`src/rtl/pipe_ctrl_if.sv`:
```
// ID-stage instruction fields into the pipeline control unit, and the control/hazard outputs it produces.
// The master side drives the ID fields; the slave side (the control unit) drives everything else.
interface pipe_ctrl_if #(
    parameter int OP_W  = 6,
    parameter int REG_W = 5,
    parameter int ALU_W = 2,
    parameter int CNT_W = 16
);
    logic [OP_W-1:0]    op_i;
    logic [REG_W-1:0]   rs_i;
    logic [REG_W-1:0]   rt_i;
    logic [REG_W-1:0]   rd_i;
    logic               is_equal_i;
    logic [1:0]         pc_sel_o;
    logic               pc_we_o;
    logic               ifid_we_o;
    logic               ifid_flush_o;
    logic [ALU_W+1:0]   ex_ctrl_o;
    logic [1:0]         mem_ctrl_o;
    logic [1:0]         wb_ctrl_o;
    logic [REG_W-1:0]   wb_reg_o;
    logic [1:0]         fwd_a_o;
    logic [1:0]         fwd_b_o;
    logic               illegal_o;
    logic [CNT_W-1:0]   stall_cnt_o;

    modport master (
        output op_i, rs_i, rt_i, rd_i, is_equal_i,
        input  pc_sel_o, pc_we_o, ifid_we_o, ifid_flush_o, ex_ctrl_o, mem_ctrl_o,
               wb_ctrl_o, wb_reg_o, fwd_a_o, fwd_b_o, illegal_o, stall_cnt_o
    );

    modport slave (
        input  op_i, rs_i, rt_i, rd_i, is_equal_i,
        output pc_sel_o, pc_we_o, ifid_we_o, ifid_flush_o, ex_ctrl_o, mem_ctrl_o,
               wb_ctrl_o, wb_reg_o, fwd_a_o, fwd_b_o, illegal_o, stall_cnt_o
    );
endinterface

```
`src/rtl/pipeline_control.sv`:
```
// 5-stage pipeline decode/hazard/redirect control; define PIPE_CTRL_FWD_EN for EX operand forwarding.
// Controls appear 1/2/3 cycles after decode; a stall holds PC and IF/ID and bubbles ID/EX, and beats redirects.
module pipeline_control #(
    parameter int OP_W  = 6,
    parameter int REG_W = 5,
    parameter int ALU_W = 2,
    parameter int CNT_W = 16
) (
    input  logic        clk_i,
    input  logic        rst_n_i,
    pipe_ctrl_if.slave  bus
);
    localparam logic [OP_W-1:0] OP_ADD  = OP_W'(6'h00);
    localparam logic [OP_W-1:0] OP_SUB  = OP_W'(6'h01);
    localparam logic [OP_W-1:0] OP_MUL  = OP_W'(6'h02);
    localparam logic [OP_W-1:0] OP_AND  = OP_W'(6'h03);
    localparam logic [OP_W-1:0] OP_OR   = OP_W'(6'h04);
    localparam logic [OP_W-1:0] OP_ADDI = OP_W'(6'h08);
    localparam logic [OP_W-1:0] OP_J    = OP_W'(6'h10);
    localparam logic [OP_W-1:0] OP_BEQ  = OP_W'(6'h11);
    localparam logic [OP_W-1:0] OP_LW   = OP_W'(6'h23);
    localparam logic [OP_W-1:0] OP_SW   = OP_W'(6'h2B);

    // ALU-op: address add, compare subtract, or R-type (ALU resolves the function from its own opcode copy)
    localparam logic [ALU_W-1:0] ALU_ADD = ALU_W'(0);
    localparam logic [ALU_W-1:0] ALU_SUB = ALU_W'(1);
    localparam logic [ALU_W-1:0] ALU_RT  = ALU_W'(2);

    logic [ALU_W+1:0]   dec_ex;
    logic [1:0]         dec_mem, dec_wb;
    logic [REG_W-1:0]   dec_dst;
    logic               use_rs, use_rt, is_beq, is_j, legal;

    logic [ALU_W+1:0]   idex_ex_q, idex_ex_d;
    logic [1:0]         idex_mem_q, idex_mem_d, idex_wb_q, idex_wb_d;
    logic [REG_W-1:0]   idex_dst_q, idex_dst_d;
    logic [1:0]         exmem_mem_q, exmem_wb_q, memwb_wb_q;
    logic [REG_W-1:0]   exmem_dst_q, memwb_dst_q;
    logic               illegal_q, illegal_d;
    logic [CNT_W-1:0]   stall_cnt_q, stall_cnt_d;

    logic               idex_we, exmem_we, idex_hit, exmem_hit;
    logic               stall_raw, stall, taken;

    always_comb begin
        dec_ex  = '0;
        dec_mem = 2'b00;
        dec_wb  = 2'b00;
        dec_dst = '0;
        use_rs  = 1'b0;
        use_rt  = 1'b0;
        is_beq  = 1'b0;
        is_j    = 1'b0;
        legal   = 1'b1;
        case (bus.op_i)
            OP_ADD, OP_SUB, OP_MUL, OP_AND, OP_OR: begin
                dec_ex  = {ALU_RT, 1'b0, 1'b1};
                dec_wb  = 2'b01;
                dec_dst = bus.rd_i;
                use_rs  = 1'b1;
                use_rt  = 1'b1;
            end
            OP_ADDI: begin
                dec_ex  = {ALU_ADD, 1'b1, 1'b0};
                dec_wb  = 2'b01;
                dec_dst = bus.rt_i;
                use_rs  = 1'b1;
            end
            OP_LW: begin
                dec_ex  = {ALU_ADD, 1'b1, 1'b0};
                dec_mem = 2'b10;
                dec_wb  = 2'b11;
                dec_dst = bus.rt_i;
                use_rs  = 1'b1;
            end
            OP_SW: begin
                dec_ex  = {ALU_ADD, 1'b1, 1'b0};
                dec_mem = 2'b11;
                use_rs  = 1'b1;
                use_rt  = 1'b1;
            end
            OP_BEQ: begin
                dec_ex  = {ALU_SUB, 1'b0, 1'b0};
                use_rs  = 1'b1;
                use_rt  = 1'b1;
                is_beq  = 1'b1;
            end
            OP_J:    is_j  = 1'b1;
            default: legal = 1'b0;
        endcase
    end

    assign idex_we   = idex_wb_q[0] && (idex_dst_q != '0);
    assign exmem_we  = exmem_wb_q[0] && (exmem_dst_q != '0);
    assign idex_hit  = idex_we && ((use_rs && idex_dst_q == bus.rs_i) || (use_rt && idex_dst_q == bus.rt_i));
    assign exmem_hit = exmem_we && ((use_rs && exmem_dst_q == bus.rs_i) || (use_rt && exmem_dst_q == bus.rt_i));

`ifdef PIPE_CTRL_FWD_EN
    logic [REG_W-1:0] idex_rs_q, idex_rt_q;
    logic             memwb_we, load_use, beq_hz;

    assign memwb_we = memwb_wb_q[0] && (memwb_dst_q != '0);
    assign load_use = (idex_mem_q == 2'b10) && (idex_dst_q != '0) &&
                      ((idex_dst_q == bus.rs_i) || (use_rt && idex_dst_q == bus.rt_i));
    // The comparator sits in ID, so a branch cannot take a forwarded EX result or a load still in MEM
    assign beq_hz   = is_beq && (idex_hit || ((exmem_mem_q == 2'b10) && exmem_hit));
    assign stall_raw = load_use || beq_hz;

    always_comb begin
        bus.fwd_a_o = 2'b00;
        bus.fwd_b_o = 2'b00;
        if (exmem_we && exmem_dst_q == idex_rs_q)      bus.fwd_a_o = 2'b10;
        else if (memwb_we && memwb_dst_q == idex_rs_q) bus.fwd_a_o = 2'b01;
        if (exmem_we && exmem_dst_q == idex_rt_q)      bus.fwd_b_o = 2'b10;
        else if (memwb_we && memwb_dst_q == idex_rt_q) bus.fwd_b_o = 2'b01;
    end

    always_ff @(posedge clk_i or negedge rst_n_i) begin
        if (!rst_n_i) begin
            idex_rs_q <= '0;
            idex_rt_q <= '0;
        end else begin
            idex_rs_q <= (!stall && use_rs) ? bus.rs_i : '0;
            idex_rt_q <= (!stall && use_rt) ? bus.rt_i : '0;
        end
    end
`else
    assign stall_raw   = idex_hit || exmem_hit;
    assign bus.fwd_a_o = 2'b00;
    assign bus.fwd_b_o = 2'b00;
`endif

    // Gate with reset so an instruction sitting in ID cannot stall or redirect while reset is held
    assign stall = rst_n_i && stall_raw;
    assign taken = rst_n_i && !stall_raw && (is_j || (is_beq && bus.is_equal_i));

    assign idex_ex_d   = stall ? '0 : dec_ex;
    assign idex_mem_d  = stall ? 2'b00 : dec_mem;
    assign idex_wb_d   = stall ? 2'b00 : dec_wb;
    assign idex_dst_d  = stall ? '0 : dec_dst;
    assign illegal_d   = illegal_q || !legal;
    assign stall_cnt_d = (stall && stall_cnt_q != '1) ? stall_cnt_q + 1'b1 : stall_cnt_q;

    always_ff @(posedge clk_i or negedge rst_n_i) begin
        if (!rst_n_i) begin
            idex_ex_q   <= '0;
            idex_mem_q  <= 2'b00;
            idex_wb_q   <= 2'b00;
            idex_dst_q  <= '0;
            exmem_mem_q <= 2'b00;
            exmem_wb_q  <= 2'b00;
            exmem_dst_q <= '0;
            memwb_wb_q  <= 2'b00;
            memwb_dst_q <= '0;
            illegal_q   <= 1'b0;
            stall_cnt_q <= '0;
        end else begin
            idex_ex_q   <= idex_ex_d;
            idex_mem_q  <= idex_mem_d;
            idex_wb_q   <= idex_wb_d;
            idex_dst_q  <= idex_dst_d;
            exmem_mem_q <= idex_mem_q;
            exmem_wb_q  <= idex_wb_q;
            exmem_dst_q <= idex_dst_q;
            memwb_wb_q  <= exmem_wb_q;
            memwb_dst_q <= exmem_dst_q;
            illegal_q   <= illegal_d;
            stall_cnt_q <= stall_cnt_d;
        end
    end

    assign bus.pc_we_o      = !stall;
    assign bus.ifid_we_o    = !stall;
    assign bus.ifid_flush_o = taken;
    assign bus.pc_sel_o     = taken ? (is_beq ? 2'b11 : 2'b10) : 2'b00;
    assign bus.ex_ctrl_o    = idex_ex_q;
    assign bus.mem_ctrl_o   = exmem_mem_q;
    assign bus.wb_ctrl_o    = memwb_wb_q;
    assign bus.wb_reg_o     = memwb_dst_q;
    assign bus.illegal_o    = illegal_q;
    assign bus.stall_cnt_o  = stall_cnt_q;
endmodule

```
`src/flat_wrapper.sv`:
```
// flat-port wrapper written by rule: the top's interface ports become plain ports
module pipeline_control_flat 
#(
    parameter int OP_W  = 6,
    parameter int REG_W = 5,
    parameter int ALU_W = 2,
    parameter int CNT_W = 16
)
  (clk_i, rst_n_i, bus_op_i, bus_rs_i, bus_rt_i, bus_rd_i, bus_is_equal_i, bus_pc_sel_o, bus_pc_we_o, bus_ifid_we_o, bus_ifid_flush_o, bus_ex_ctrl_o, bus_mem_ctrl_o, bus_wb_ctrl_o, bus_wb_reg_o, bus_fwd_a_o, bus_fwd_b_o, bus_illegal_o, bus_stall_cnt_o);
  pipe_ctrl_if #(.OP_W(OP_W), .REG_W(REG_W), .ALU_W(ALU_W), .CNT_W(CNT_W)) bus_i ();
  input  logic clk_i;
  input  logic rst_n_i;
  input wire logic [$bits(bus_i.op_i)-1:0] bus_op_i;
  input wire logic [$bits(bus_i.rs_i)-1:0] bus_rs_i;
  input wire logic [$bits(bus_i.rt_i)-1:0] bus_rt_i;
  input wire logic [$bits(bus_i.rd_i)-1:0] bus_rd_i;
  input wire logic [$bits(bus_i.is_equal_i)-1:0] bus_is_equal_i;
  output wire logic [$bits(bus_i.pc_sel_o)-1:0] bus_pc_sel_o;
  output wire logic [$bits(bus_i.pc_we_o)-1:0] bus_pc_we_o;
  output wire logic [$bits(bus_i.ifid_we_o)-1:0] bus_ifid_we_o;
  output wire logic [$bits(bus_i.ifid_flush_o)-1:0] bus_ifid_flush_o;
  output wire logic [$bits(bus_i.ex_ctrl_o)-1:0] bus_ex_ctrl_o;
  output wire logic [$bits(bus_i.mem_ctrl_o)-1:0] bus_mem_ctrl_o;
  output wire logic [$bits(bus_i.wb_ctrl_o)-1:0] bus_wb_ctrl_o;
  output wire logic [$bits(bus_i.wb_reg_o)-1:0] bus_wb_reg_o;
  output wire logic [$bits(bus_i.fwd_a_o)-1:0] bus_fwd_a_o;
  output wire logic [$bits(bus_i.fwd_b_o)-1:0] bus_fwd_b_o;
  output wire logic [$bits(bus_i.illegal_o)-1:0] bus_illegal_o;
  output wire logic [$bits(bus_i.stall_cnt_o)-1:0] bus_stall_cnt_o;
  assign bus_i.op_i = bus_op_i;
  assign bus_i.rs_i = bus_rs_i;
  assign bus_i.rt_i = bus_rt_i;
  assign bus_i.rd_i = bus_rd_i;
  assign bus_i.is_equal_i = bus_is_equal_i;
  assign bus_pc_sel_o = bus_i.pc_sel_o;
  assign bus_pc_we_o = bus_i.pc_we_o;
  assign bus_ifid_we_o = bus_i.ifid_we_o;
  assign bus_ifid_flush_o = bus_i.ifid_flush_o;
  assign bus_ex_ctrl_o = bus_i.ex_ctrl_o;
  assign bus_mem_ctrl_o = bus_i.mem_ctrl_o;
  assign bus_wb_ctrl_o = bus_i.wb_ctrl_o;
  assign bus_wb_reg_o = bus_i.wb_reg_o;
  assign bus_fwd_a_o = bus_i.fwd_a_o;
  assign bus_fwd_b_o = bus_i.fwd_b_o;
  assign bus_illegal_o = bus_i.illegal_o;
  assign bus_stall_cnt_o = bus_i.stall_cnt_o;
  pipeline_control #(.OP_W(OP_W), .REG_W(REG_W), .ALU_W(ALU_W), .CNT_W(CNT_W)) u_core (.clk_i(clk_i), .rst_n_i(rst_n_i), .bus(bus_i));
endmodule
```
`config.mk`:
```
export PLATFORM = sky130hd
export DESIGN_NAME = pipeline_control_flat
export DESIGN_NICKNAME = d
export VERILOG_FILES = /design/src/rtl/pipe_ctrl_if.sv /design/src/rtl/pipeline_control.sv /design/src/flat_wrapper.sv
export SDC_FILE = /design/constraint.sdc
export NUM_CORES = 1
export LEC_CHECK = 0
export CAP_MARGIN = 20
export CORE_ASPECT_RATIO = 0.8
export CORE_MARGIN = 2
export CORE_UTILIZATION = 51
export DETAILED_ROUTE_END_ITERATION = 8
export PLACE_DENSITY = 0.85
export SETUP_SLACK_MARGIN = 0.1
export SLEW_MARGIN = 20
export SYNTH_ARGS = -nofsm -noshare
export SYNTH_HDL_FRONTEND = slang
export SYNTH_SLANG_ARGS = --single-unit
```
`constraint.sdc`:
```
create_clock -name clk_i -period 4.16 [get_ports clk_i]
set_clock_uncertainty 0.1 [all_clocks]
set_input_delay 0.832 -clock clk_i [delete_from_list [all_inputs] [get_ports clk_i]]
set_output_delay 0.832 -clock clk_i [all_outputs]
set_load 0.05 [all_outputs]
```
==> results.md <==
- Cts hold-fix bufs: 0
- Initial antenna violation count: 0
- All-Layer GR Usage: 0.202
- Syn-to-layout area delta: 34.4%
- Mapped Cells: 203
- Multi-input logic area: 991 um2
- Reg area: 1130 um2
- Placed cell area: 2800 um2
- CP most frequent cell: a21oi_1
- Slowest stage cell, crit path: clkdlybuf4s50_1
- Pins over their slew limit: 0
- Maximum fanout along the worst path: 5
- DRC: 0
- Highest clock rate: 259 MHz
- Port-buffer cells: 58
- Min-delay worst type: flip-flop to flip-flop
- RSZ-0062 raised after global routing: false
- CTS tree: done
- Post-synthesis sequential area ratio: 0.519
- Clock Latency Late Sink: 0.31 ns
- Starting density of the core: 0.526
- Peak supply drop: 139 uV
- Gpl congestion: 0.819
- Clock root cell: clkbuf_8
- Nets@finish: 286
- Reg-to-Reg Start: u_core.idex_dst_q[1]$_DFF_PN0_
- Core area: 4130 um2
- Post-synth EDFFs: 0
- Antenna Cells: 0
- CP Launch Point: bus_op_i[1]
- Cell chain of the critical path: clkdlybuf4s50_1 -> nand2b_1 -> o32a_1 -> a21oi_1 -> a21oi_1 -> o22ai_2 -> a2111oi_4 -> buf_12
- Post-CTS resize count: 0
- Setup_tns: 0 ns
- Post-CTS setup buffer count: 0
- Critical Path Sink Type: output pin
- Rows: 21
- Die H: 62.4 um
- Worst R2R Setup Slack: 1.66 ns
- Top cells by area, synth: dfrtp_1, xnor2_1, and3_1
- Vias after detailed routing: 1728
- Routed length per instance: 14.4 um
- Sink Count: 45
- Buf/Inv on CP: 2
- Syn Area/Cell: 10.7 um2
- Outcome: complete, no violations
- Vias per cell: 5.42
- Synth Register Bits: 45
- Final Total Pwr: 0.890 mW
- Most used DFF post-synth: dfrtp_1
- Vias in the first global route: 1590
- Synth Warn #: 0
- Worst-path clk slew: 0.08 ns
- Total power per unit cell area: 305 nW/um2
- TritonRoute pass-1 iters: 4
- Leakage power total: 1.25 nW
- Die Footprint: 4800 um2
- Die extent in x: 76.9 um
- Slew margin rel.: 0.544
- Hold wc startpoint: u_core.idex_wb_q[1]$_DFF_PN0_
- Layout fillers: 324
- Synth area leader: dfrtp_1
- Worst Path Required: 3.23 ns
- Post-synthesis cell area: 2170 um2
- CP delay by family, top: compound AO/OA/AOI/OAI gates
- Clk buf depth: 2
- Grt total ovfl: 0
- Worst hold margin: 0.253 ns
- Min Tclk post-route: 3.86 ns
- Yosys cell types: 40
- Design area: 2920 um2
- Clock buffer count from CTS: 5
- Io pins: 63
- Post-synth ARST share: 1.00
- Largest net degree at the start of global routing: 65
- CP startpoint kind: input pin
- Routed Antenna Nets: 0
- H-tree levels: 2
- Actual slew at the worst max-slew pin: 0.684 ns
- Synth top area share: 0.519
- Final hold viol count: 0
- Share of layout cells above drive strength 1: 0.0802
- Maxcap violations: 0
- Period utilization: 0.928
- Critical Path AT: 2.93 ns
- Setup CP Type: input pin to output pin
- First-pass GRT wire length: 7.62 mm
- Crit-path max cell delay: 0.59 ns
- Final WL: 4.59 mm
- Post-DP HPWL: 3.26 mm
- Initial DRC Count: 88
- Setup violations, final: 0
## stage by stage
stage / util / instances / worst slack [ns]
2_1_floorplan: - / 206 / 0.335
3_3_place_gp: 0.679 / 311 / 0.373
3_5_place_dp: 0.679 / 311 / 0.303
4_1_cts: 0.707 / 319 / 0.299
5_1_grt: 0.707 / 319 / 0.163
6_report: 0.707 / 319 / 0.300
## placed cells by master, fill, tap and decap left out, types with 2 or more instances in the layout
master	instances
nor2_1	9
a21oi_1	8
nand2_1	14
nand3_1	12
nor3_1	4
buf_4	6
xor2_1	8
a22oi_1	5
nand2b_1	2
nor2b_1	2
and3_1	12
o21ai_1	2
mux2_1	4
and2_1	3
dfrtp_1	45
clkbuf_8	5
and4_1	2
xnor2_1	24
conb_1	4
clkdlybuf4s50_1	52
or4_1	2
nor4_1	4
nand4_1	10
buf_12	2
## final cells by class
class	instances	share of cell area
timing repair buffer	61	0.209
multi-input combinational	147	0.340
tap	57	0.0244
clock buffer	5	0.0236
inverter	1	0.00129
clock inverter	3	0.0159
sequential	45	0.386
## synth_stat cells (2+ instances only)
cell type and n:
nand2_1 14, a22oi_1 5, nor4_1 5, and2_1 3, nor2b_1 2, xnor2_1 24, a21oi_1 8, and4_1 2
xor2_1 8, nand3_1 12, nor3_1 4, dfrtp_1 45, clkbuf_1 3, buf_4 8, o21ai_1 2, mux2_1 4
and3_1 12, nand4_1 10, nor2_1 9, nand2b_1 2, or4_1 2
## power by group
| group | internal (mW) | switching, mW |
|---|---|---|
| logic | 0.0424 | 0.0605 |
| clock network | 0.180 | 0.157 |
| registers | 0.444 | 0.00551 |
| total | 0.666 | 0.223 |
## layer usage
metal | GRT usage | vias up | routed length (um)
li1 | - | 829 | -
met1 | 0.276 | 834 | 2100
met2 | 0.316 | 55 | 2150
met3 | 0.0407 | 10 | 251
met4 | 0.0886 | 0 | 90
met5 | 0 | - | 0
## worst paths after layout
path / end / depth (start not counted)
max: bus_pc_sel_o[1] / 8
min in group asynchronous: u_core.bus.mem_ctrl_o[0]$_DFF_PN0_ / 2
max reg2reg: u_core.bus.stall_cnt_o[14]$_DFFE_PN0P_ / 8
max in group asynchronous: u_core.bus.stall_cnt_o[7]$_DFFE_PN0P_ / 2
min reg2reg: u_core.exmem_wb_q[1]$_DFF_PN0_ / 0
min: u_core.exmem_wb_q[1]$_DFF_PN0_ / 0
## sequential cells by signal, summed over array words and instances, names as in the netlist
signal,flops
u_core.bus.stall_cnt_o,16
u_core.bus.wb_reg_o,5
u_core.exmem_dst_q,5
u_core.idex_dst_q,5
u_core.bus.ex_ctrl_o,3
u_core.bus.mem_ctrl_o,2
u_core.bus.wb_ctrl_o,2
u_core.exmem_wb_q,2
u_core.idex_mem_q,2
u_core.idex_wb_q,2
u_core.bus.illegal_o,1
## cell families (layout without fill, tap and decap cells)
kind of cell / after synthesis / after routing / synth area share
and+or+nand+nor: 83 / 83 / 0.212
DFF: 45 / 45 / 0.519
xor gates and xnor gates: 32 / 32 / 0.129
AOI/OAI and AO/OA: 23 / 23 / 0.0738
buffers and inverters: 14 / 70 / 0.0386
muxes: 4 / 4 / 0.0207
adders and majority gates: 1 / 1 / 0.00576
other: 1 / 4 / 0.00173
No activity file was read; power rests on OpenSTA's default activity.
